[src/rtl/pe_dot_seq_if.sv]
// ---------------------------------------------------------------------------
// pe_dot_seq_if
// Bundles every signal between the dot-product controller, its
// environment (job source, operand stream, result consumer) and the PE.
//
// Signals:
//   start, len                     job request and number of terms
//   busy                           controller is working on a job
//   in_valid/in_ready/in_row/in_col operand pair stream
//   pe_rst, pe_load_in             PE reset and one-cycle load pulse
//   pe_row_in, pe_col_in           registered operands towards the PE
//   pe_result, pe_done             PE accumulator and per-term done
//   res_valid/res_ready/res_data   dot-product result stream
//   err_timeout                    sticky PE timeout flag
//
// Modports:
//   slave  - the controller (pe_dot_seq)
//   master - everything around it (job source, operand fetch, PE, consumer)
// ---------------------------------------------------------------------------
interface pe_dot_seq_if #(
    parameter int LEN_W = 8,
    parameter int DW    = 32
);
    logic             start;
    logic [LEN_W-1:0] len;
    logic             busy;
    logic             in_valid;
    logic             in_ready;
    logic [DW-1:0]    in_row;
    logic [DW-1:0]    in_col;
    logic             pe_rst;
    logic             pe_load_in;
    logic [DW-1:0]    pe_row_in;
    logic [DW-1:0]    pe_col_in;
    logic [64:0]      pe_result;
    logic             pe_done;
    logic             res_valid;
    logic             res_ready;
    logic [64:0]      res_data;
    logic             err_timeout;

    modport slave (
        input  start, len, in_valid, in_row, in_col, pe_result, pe_done, res_ready,
        output busy, in_ready, pe_rst, pe_load_in, pe_row_in, pe_col_in,
               res_valid, res_data, err_timeout
    );

    modport master (
        output start, len, in_valid, in_row, in_col, pe_result, pe_done, res_ready,
        input  busy, in_ready, pe_rst, pe_load_in, pe_row_in, pe_col_in,
               res_valid, res_data, err_timeout
    );
endinterface

[src/rtl/pe_dot_seq.sv]
// ---------------------------------------------------------------------------
// pe_dot_seq
// Sequences one processing element through a len-term dot product:
// clears the PE accumulator, then for every operand pair accepted from the
// input stream it pulses the PE load and waits for the PE done pulse.
// After the final term the PE accumulator is captured and offered on the
// result stream. A PE that stays silent for too long aborts the job into
// ERR, where the PE is held in reset until a new job arrives.
//
// Ports:
//   clk  - clock, rising edge
//   rst  - synchronous reset, active low
//   bus  - pe_dot_seq_if.slave (job, operand stream, PE, result stream)
// ---------------------------------------------------------------------------
module pe_dot_seq #(
    parameter int LEN_W   = 8,
    parameter int TIMEOUT = 64,
    parameter int DW      = 32
) (
    input  logic            clk,
    input  logic            rst,
    pe_dot_seq_if.slave     bus
);

    localparam int TW = $clog2(TIMEOUT + 1);

    typedef enum logic [2:0] {
        IDLE,
        CLEAR,
        FETCH,
        ISSUE,
        WAIT,
        RESULT,
        ERR
    } state_t;

    state_t           state_q, state_d;
    logic [LEN_W-1:0] len_q, len_d;
    logic [LEN_W-1:0] cnt_q, cnt_d;
    logic [TW-1:0]    timer_q, timer_d;
    logic [DW-1:0]    row_q, row_d;
    logic [DW-1:0]    col_q, col_d;
    logic [64:0]      res_q, res_d;
    logic             err_q, err_d;

    // Next-state and datapath updates. Every register holds its value unless
    // the current state says otherwise.
    always_comb begin
        state_d = state_q;
        len_d   = len_q;
        cnt_d   = cnt_q;
        timer_d = timer_q;
        row_d   = row_q;
        col_d   = col_q;
        res_d   = res_q;
        err_d   = err_q;

        case (state_q)
            IDLE, ERR: begin
                // A zero-length job is ignored, leaving ERR (and its flag)
                // untouched as well.
                if (bus.start && (bus.len != '0)) begin
                    len_d   = bus.len;
                    cnt_d   = '0;
                    err_d   = 1'b0;
                    state_d = CLEAR;
                end
            end
            CLEAR: begin
                state_d = FETCH;
            end
            FETCH: begin
                if (bus.in_valid) begin
                    row_d   = bus.in_row;
                    col_d   = bus.in_col;
                    state_d = ISSUE;
                end
            end
            ISSUE: begin
                timer_d = '0;
                state_d = WAIT;
            end
            WAIT: begin
                // pe_done takes priority over a timer expiring in the same
                // cycle. The abort fires when the incremented timer would
                // reach TIMEOUT-1, i.e. TIMEOUT cycles after the load pulse.
                if (bus.pe_done) begin
                    cnt_d = cnt_q + 1'b1;
                    if (cnt_d == len_q) begin
                        res_d   = bus.pe_result;
                        state_d = RESULT;
                    end else begin
                        state_d = FETCH;
                    end
                end else begin
                    timer_d = timer_q + 1'b1;
                    if (timer_d == TW'(TIMEOUT - 1)) begin
                        err_d   = 1'b1;
                        state_d = ERR;
                    end
                end
            end
            RESULT: begin
                if (bus.res_ready) begin
                    state_d = IDLE;
                end
            end
            default: begin
                state_d = IDLE;
            end
        endcase
    end

    // State and datapath registers with synchronous active-low reset; a reset
    // in any state drops the job without producing a result.
    always_ff @(posedge clk) begin
        if (!rst) begin
            state_q <= IDLE;
            len_q   <= '0;
            cnt_q   <= '0;
            timer_q <= '0;
            row_q   <= '0;
            col_q   <= '0;
            res_q   <= '0;
            err_q   <= 1'b0;
        end else begin
            state_q <= state_d;
            len_q   <= len_d;
            cnt_q   <= cnt_d;
            timer_q <= timer_d;
            row_q   <= row_d;
            col_q   <= col_d;
            res_q   <= res_d;
            err_q   <= err_d;
        end
    end

    // The PE only clears on its own reset, so it is reset alongside the
    // controller, for the one CLEAR cycle of each job, and throughout ERR.
    assign bus.pe_rst      = !rst || (state_q == CLEAR) || (state_q == ERR);
    assign bus.busy        = (state_q != IDLE) && (state_q != ERR);
    assign bus.in_ready    = (state_q == FETCH);
    assign bus.pe_load_in  = (state_q == ISSUE);
    assign bus.pe_row_in   = row_q;
    assign bus.pe_col_in   = col_q;
    assign bus.res_valid   = (state_q == RESULT);
    assign bus.res_data    = res_q;
    assign bus.err_timeout = err_q;

endmodule

[src/flat_wrapper.sv]
// flat-port wrapper written by rule: the top's interface ports become plain ports
module pe_dot_seq_flat 
#(
    parameter int LEN_W   = 8,
    parameter int TIMEOUT = 64,
    parameter int DW      = 32
)
  (clk, rst, bus_start, bus_len, bus_in_valid, bus_in_row, bus_in_col, bus_pe_result, bus_pe_done, bus_res_ready, bus_busy, bus_in_ready, bus_pe_rst, bus_pe_load_in, bus_pe_row_in, bus_pe_col_in, bus_res_valid, bus_res_data, bus_err_timeout);
  pe_dot_seq_if #(.LEN_W(LEN_W), .DW(DW)) bus_i ();
  input  logic clk;
  input  logic rst;
  input wire logic [$bits(bus_i.start)-1:0] bus_start;
  input wire logic [$bits(bus_i.len)-1:0] bus_len;
  input wire logic [$bits(bus_i.in_valid)-1:0] bus_in_valid;
  input wire logic [$bits(bus_i.in_row)-1:0] bus_in_row;
  input wire logic [$bits(bus_i.in_col)-1:0] bus_in_col;
  input wire logic [$bits(bus_i.pe_result)-1:0] bus_pe_result;
  input wire logic [$bits(bus_i.pe_done)-1:0] bus_pe_done;
  input wire logic [$bits(bus_i.res_ready)-1:0] bus_res_ready;
  output wire logic [$bits(bus_i.busy)-1:0] bus_busy;
  output wire logic [$bits(bus_i.in_ready)-1:0] bus_in_ready;
  output wire logic [$bits(bus_i.pe_rst)-1:0] bus_pe_rst;
  output wire logic [$bits(bus_i.pe_load_in)-1:0] bus_pe_load_in;
  output wire logic [$bits(bus_i.pe_row_in)-1:0] bus_pe_row_in;
  output wire logic [$bits(bus_i.pe_col_in)-1:0] bus_pe_col_in;
  output wire logic [$bits(bus_i.res_valid)-1:0] bus_res_valid;
  output wire logic [$bits(bus_i.res_data)-1:0] bus_res_data;
  output wire logic [$bits(bus_i.err_timeout)-1:0] bus_err_timeout;
  assign bus_i.start = bus_start;
  assign bus_i.len = bus_len;
  assign bus_i.in_valid = bus_in_valid;
  assign bus_i.in_row = bus_in_row;
  assign bus_i.in_col = bus_in_col;
  assign bus_i.pe_result = bus_pe_result;
  assign bus_i.pe_done = bus_pe_done;
  assign bus_i.res_ready = bus_res_ready;
  assign bus_busy = bus_i.busy;
  assign bus_in_ready = bus_i.in_ready;
  assign bus_pe_rst = bus_i.pe_rst;
  assign bus_pe_load_in = bus_i.pe_load_in;
  assign bus_pe_row_in = bus_i.pe_row_in;
  assign bus_pe_col_in = bus_i.pe_col_in;
  assign bus_res_valid = bus_i.res_valid;
  assign bus_res_data = bus_i.res_data;
  assign bus_err_timeout = bus_i.err_timeout;
  pe_dot_seq #(.LEN_W(LEN_W), .TIMEOUT(TIMEOUT), .DW(DW)) u_core (.clk(clk), .rst(rst), .bus(bus_i));
endmodule
[config.mk]
export PLATFORM = sky130hd
export DESIGN_NAME = pe_dot_seq_flat
export DESIGN_NICKNAME = d
export VERILOG_FILES = /design/src/rtl/pe_dot_seq_if.sv /design/src/rtl/pe_dot_seq.sv /design/src/flat_wrapper.sv
export SDC_FILE = /design/constraint.sdc
export NUM_CORES = 1
export LEC_CHECK = 0
export CORE_AREA = 2 2 123 149
export DETAILED_ROUTE_END_ITERATION = 6
export DIE_AREA = 0 0 125 151
export PLACE_DENSITY = 0.78
export SLEW_MARGIN = 20
export SYNTH_ARGS = -nofsm -noshare
export SYNTH_HDL_FRONTEND = slang
export SYNTH_SLANG_ARGS = --single-unit
[constraint.sdc]
create_clock -name clk -period 2.1 [get_ports clk]
set_clock_uncertainty 0.05 [all_clocks]
set_input_delay 0.525 -clock clk [delete_from_list [all_inputs] [get_ports clk]]
set_output_delay 0.525 -clock clk [all_outputs]
set_load 0.02 [all_outputs]
* Word level (Yosys, flattened, before mapping)
Index checks and enable logic that the tools add are counted.
** Storage, ports and cells
- Bits in registers :: 156
- Input port bits :: 143
- Output and inout port bits :: 135
- Logic and storage cells :: 60
** Cells by class
- Add/sub/neg operators :: 2
- Eq/ne operators :: 16
- Multiplexer cells :: 16
- Reductions and logical operators :: 18
** Operator list (number)
- two-way mux 3 bit :: 6
- one-hot mux 3 bit (6 select lines) :: 1
- two-way mux 8 bit :: 2
- one-hot mux 8 bit (2 select lines) :: 1
- one-hot mux 7 bit (2 select lines) :: 1
- equality test 3 bit, second input constant :: 3
- adder 8 x 1 -> 8 bit, second input constant :: 1
- equality test 8 bit :: 1
- inequality test 2 bit, second input constant :: 4
- AND reduction 4 bit :: 2
- nonzero test 8 bit :: 1
- adder 7 x 1 -> 7 bit, second input constant :: 1
- equality test 7 x 6 -> 1 bit, second input constant :: 1
- two-way mux 7 bit :: 1
- equality test 3 x 2 -> 1 bit, second input constant :: 2
- AND reduction 2 bit :: 3
- AND reduction 3 bit :: 2
- inequality test 2 x 1 -> 1 bit, second input constant :: 2
- nonzero test 2 bit :: 2
- equality test 3 x 1 -> 1 bit, second input constant :: 1
- zero test 3 bit :: 1
- two-way mux 1 bit :: 3
- inequality test 3 x 2 -> 1 bit, second input constant :: 1
- inequality test 3 bit, second input constant :: 1
- 6 further kinds :: 8

* Depth between registers and ports, before layout
- Depth in word-level cells :: 5
- Depth in mapped cells :: 10
- Mapped depth without buffers :: 6

* Worst setup path before layout
No wires, ideal clock.
- Kind :: reg2reg
- Start :: register u_core.cnt_q[1]
- End :: register u_core.res_q[0], in the netlist u_core.bus.res_data[0]
- Library setup time :: 0.072 ns
- Arrival :: 2.123 ns
- Data required time :: 1.978 ns
- Setup slack :: -0.144 ns
- Cell stages (with the launch flop) :: 11
- Buffers on the path :: 4
- Clock period less this slack :: 2.244 ns
- Cell sequence :: dfxtp_1 -> ha_1 -> clkbuf_2 -> nand2_1 -> or3_1 -> a211oi_2 -> and4_1 -> buf_4 -> buf_12 -> buf_12 -> mux2i_1
** Between the ends
- Cells in the longest elaborated chain, start to end :: 3
** Ends and longest elaborated chain
- start: declaration :: RTL line pe_dot_seq.sv:39 : logic [LEN_W-1:0] cnt_q, cnt_d;
- start signal: assignment :: RTL line pe_dot_seq.sv:129 : cnt_q <= cnt_d;
- adder 8 x 1 -> 8 bit :: RTL line pe_dot_seq.sv:88 : cnt_d = cnt_q + 1'b1;
- equality test 8 bit :: RTL line pe_dot_seq.sv:89 : if (cnt_d == len_q) begin
- AND reduction 3 bit (no source line)
- end signal: assignment :: RTL line pe_dot_seq.sv:133 : res_q <= res_d;
- end: declaration :: RTL line pe_dot_seq.sv:43 : logic [64:0] res_q, res_d;
Every way passes these cells.
A chain may end at the register's enable or synchronous reset.

* Worst setup path after layout
- Start :: register u_core.cnt_q[1]
- End :: register u_core.res_q[60], in the netlist u_core.bus.res_data[60]
The elaborated chain is that of the path after synthesis.

==> impl_results.md <==
- Status: complete, but fails checks
- Failing checks: setup timing
- Top Family by Delay on Critical Path: simple AND/OR/NAND/NOR gates
- Die ar.: 18900 um^2
- Worst setup SP type: flip-flop
- Commonest cells after routing, fill and taps aside: nand2_1, clkdlybuf4s50_1, dfxtp_1, a21oi_1, mux2i_1
- Critical Path AT: 2.44 ns
- FF-to-FF End: u_core.bus.res_data[60]
- PD cells: 836 nW/um^2
- Top-Level Pins: 278
- Final worst setup slack: -0.0506 ns
- # setup viols final: 33
- Die height: 151 um
- Leakage: 0.00377 uW
- Slew HR: 65.8%
- Reg2Reg Setup Slack: -0.05 ns
- CP peak stage delay: 0.40 ns
- IO Port Bufs: 277
- Total grt overflow: 0
- Largest net degree at the start of global routing: 90
- Primary FF master, synth: dfxtp_1
- HP Start: u_core.bus.pe_col_in[20]
- Critical-path maximum fanout: 7
- Reg clk slew, reported paths: 0.06 ns
- WHS Endpoint: u_core.bus.pe_col_in[20]
- DP HPWL: 13.4 mm
- Req. time, crit path: 2.39 ns
- Post-synth cell types: 54
- Fin util: 60.8%
- Slew Limit Fails: 0
- H-tree depth: 4
- Nets: 1239
- R2R cell count: 8
- Antenna Nets Post-Route: 0
- Post-synth ARST share: 0%
- 1st-iter DRT viols: 262
- Syn Std Cell Area: 6490 um^2
- Peak supply drop: 460 uV
- Rows: 53
- Placed cell areas: 9760 um^2
- Syn_area_per_cell: 8.25 um^2
- Sequential element share of the synthesized area: 48.1%
- Type of the most critical hold path: flip-flop to flip-flop
- Hold Crit Depth: 2
- Routability congestion estimate: 0.818
- Global-route usage over all layers: 19.0%
- Yosys warns: 0
- Crit. End Element: flip-flop
- Die extent in x: 125 um
- Vias: 6365
- Sink Count: 156
- Initial antenna violation count: 0
- Sum of buffers and inverters on the critical path: 2
- Critical R2R Launch: u_core.cnt_q[1]
- Drt total wl: 19.1 mm
- CTS max path bufs: 2
- First-pass GRT wire length: 29.4 mm
- Commonest non-fill, non-tap cell in the layout: nand2_1
- Crit Path Class: flip-flop to flip-flop
- Core ar.: 17400 um^2
- Final hold vios: 0
- Max Freq: 0.465 GHz
- Max-cap viol count: 0
- DR DRC count: 0
- TritonCTS Buffers: 17
- Area Growth Syn to Fin: 62.8%
- Clock Latency Late Sink: 0.42 ns
- Root buffer cell: clkbuf_16
- Synthesized net count: 933
- Initial Util: 37.4%
- Vias per inst: 4.80
- Syn Inst Count: 787
- Number of flops mapped to enable cells by yosys: 0
- Worst-path cell chain: ha_4, nand2_2, or3_4, a211oi_4, buf_4, and4_4, clkbuf_16, mux2i_1
- Drt first pass iters: 7
- Unrepaired setup endpoints after global routing: true
- Finished Cell Area: 10600 um^2
- Drt wl/cell: 14.4 um
- Min cycle time layout: 2.15 ns
- Proportion of layout cells with a drive suffix above 1: 12.1%
- Worst Tran Pin Value: 0.514 ns
- CP Depth: 8
- Vias in the first global route: 6059
- Number of diodes: 0
- Final period utilization: 102%
- Slowest cell on crit path: or3_4
- CTS tree: yes
- Synth Register Bits: 156
[registers in the layout (all words and copies together) (netlist names)]
signal and count:
u_core.state_q 3, u_core.bus.err_timeout 1, u_core.timer_q 7, u_core.cnt_q 8, u_core.len_q 8, u_core.bus.pe_col_in 32
u_core.bus.res_data 65, u_core.bus.pe_row_in 32
[per-stage QoR]
step | setup WS (ns) | instances | hold slack (ns) | setup TNS (ns) | power, uW
3_3_place_gp | -0.332 | 1286 | 0.390 | -15.38 | 5460
4_1_cts | -0.0398 | 1318 | 0.404 | -0.129 | 8730
2_1_floorplan | -0.0113 | 787 | 0.398 | -0.451 | 4380
3_5_place_dp | -0.384 | 1286 | 0.396 | -17.35 | 5490
6_report | -0.0506 | 1326 | 0.401 | -0.621 | 8840
5_1_grt | -0.138 | 1326 | 0.418 | -6.03 | 9270
[layout make-up]
cell class / instances / area [um^2]
clock buffers: 18 / 439
repair buffers: 343 / 3390
clock inverters: 14 / 183
multi-input cells: 569 / 3120
inverters: 6 / 22.5
well taps: 220 / 275
fillers: 1482 / 6810
flip-flops and latches: 156 / 3140
[synthesized netlist by cell type (6+ instances only)]
cell	n	area share (%)
nand2_1	285	16
dfxtp_1	156	48
a21oi_1	89	6.9
mux2i_1	65	10
clkbuf_1	34	2.0
nand3_1	20	1.5
nor2_1	14	0.81
o21ai_0	12	0.93
buf_2	10	0.77
xnor2_1	10	1.3
nor3_1	8	0.62
and3_1	6	0.58
[worst min-delay path, stage by stage, from the launching register on]
cell and delay (ns):
dfxtp_1 0.30, nand2_1 0.05, a21oi_1 0.05
[worst max path at each step]
stage	start	end	slack, ns
3_3_place_gp	bus_len[3]	u_core.state_q[2]	-0.33
5_1_grt	u_core.cnt_q[5]	u_core.bus.res_data[22]	-0.14
2_1_floorplan	u_core.cnt_q[1]	u_core.bus.res_data[0]	-0.01
3_5_place_dp	bus_len[7]	u_core.state_q[2]	-0.38
4_1_cts	u_core.state_q[1]	bus_busy	-0.04
6_report	u_core.cnt_q[1]	u_core.bus.res_data[60]	-0.05
[metal layers]
layer  up-vias  global-route usage (%)  share of wire (%)
met5         -                       0                  0
met4         0                    5.56               0.98
met1      2890                    22.5                 42
met2       219                    33.0                 50
li1       3245                       -                  -
met3        11                    6.29                7.3
[where the power goes]
group	total [uW]	switching, uW	internal, uW
Sequential	3280	128	3150
Combinational	2330	1140	1180
Clock	3240	1310	1930
Total	8840	2580	6260
[logic make-up (layout without fill, tap and decap cells)]
logic type               count (synthesis)  count (layout)  share of synthesized area (%)
AO/OA/AOI/OAI                          122             122                           10.4
XOR/XNOR                                11              11                           1.48
adder cells (fa/ha/maj)                  4               4                          0.733
buffers and inverters                   63             381                           5.40
flip-flops                             156             156                           48.1
multiplexers                            65              65                           10.0
AND/OR/NAND/NOR                        366             367                           23.8
[what timing repair did]
item                       in CTS  in global routing
gates cloned                    0                  3
setup buffers                   0                  5
gates resized for setup        26                 28
pin swaps                       2                  6
setup endpoints to repair      44                 76
hold buffers                    0                  0
No activity file was read; power rests on OpenSTA's default activity.
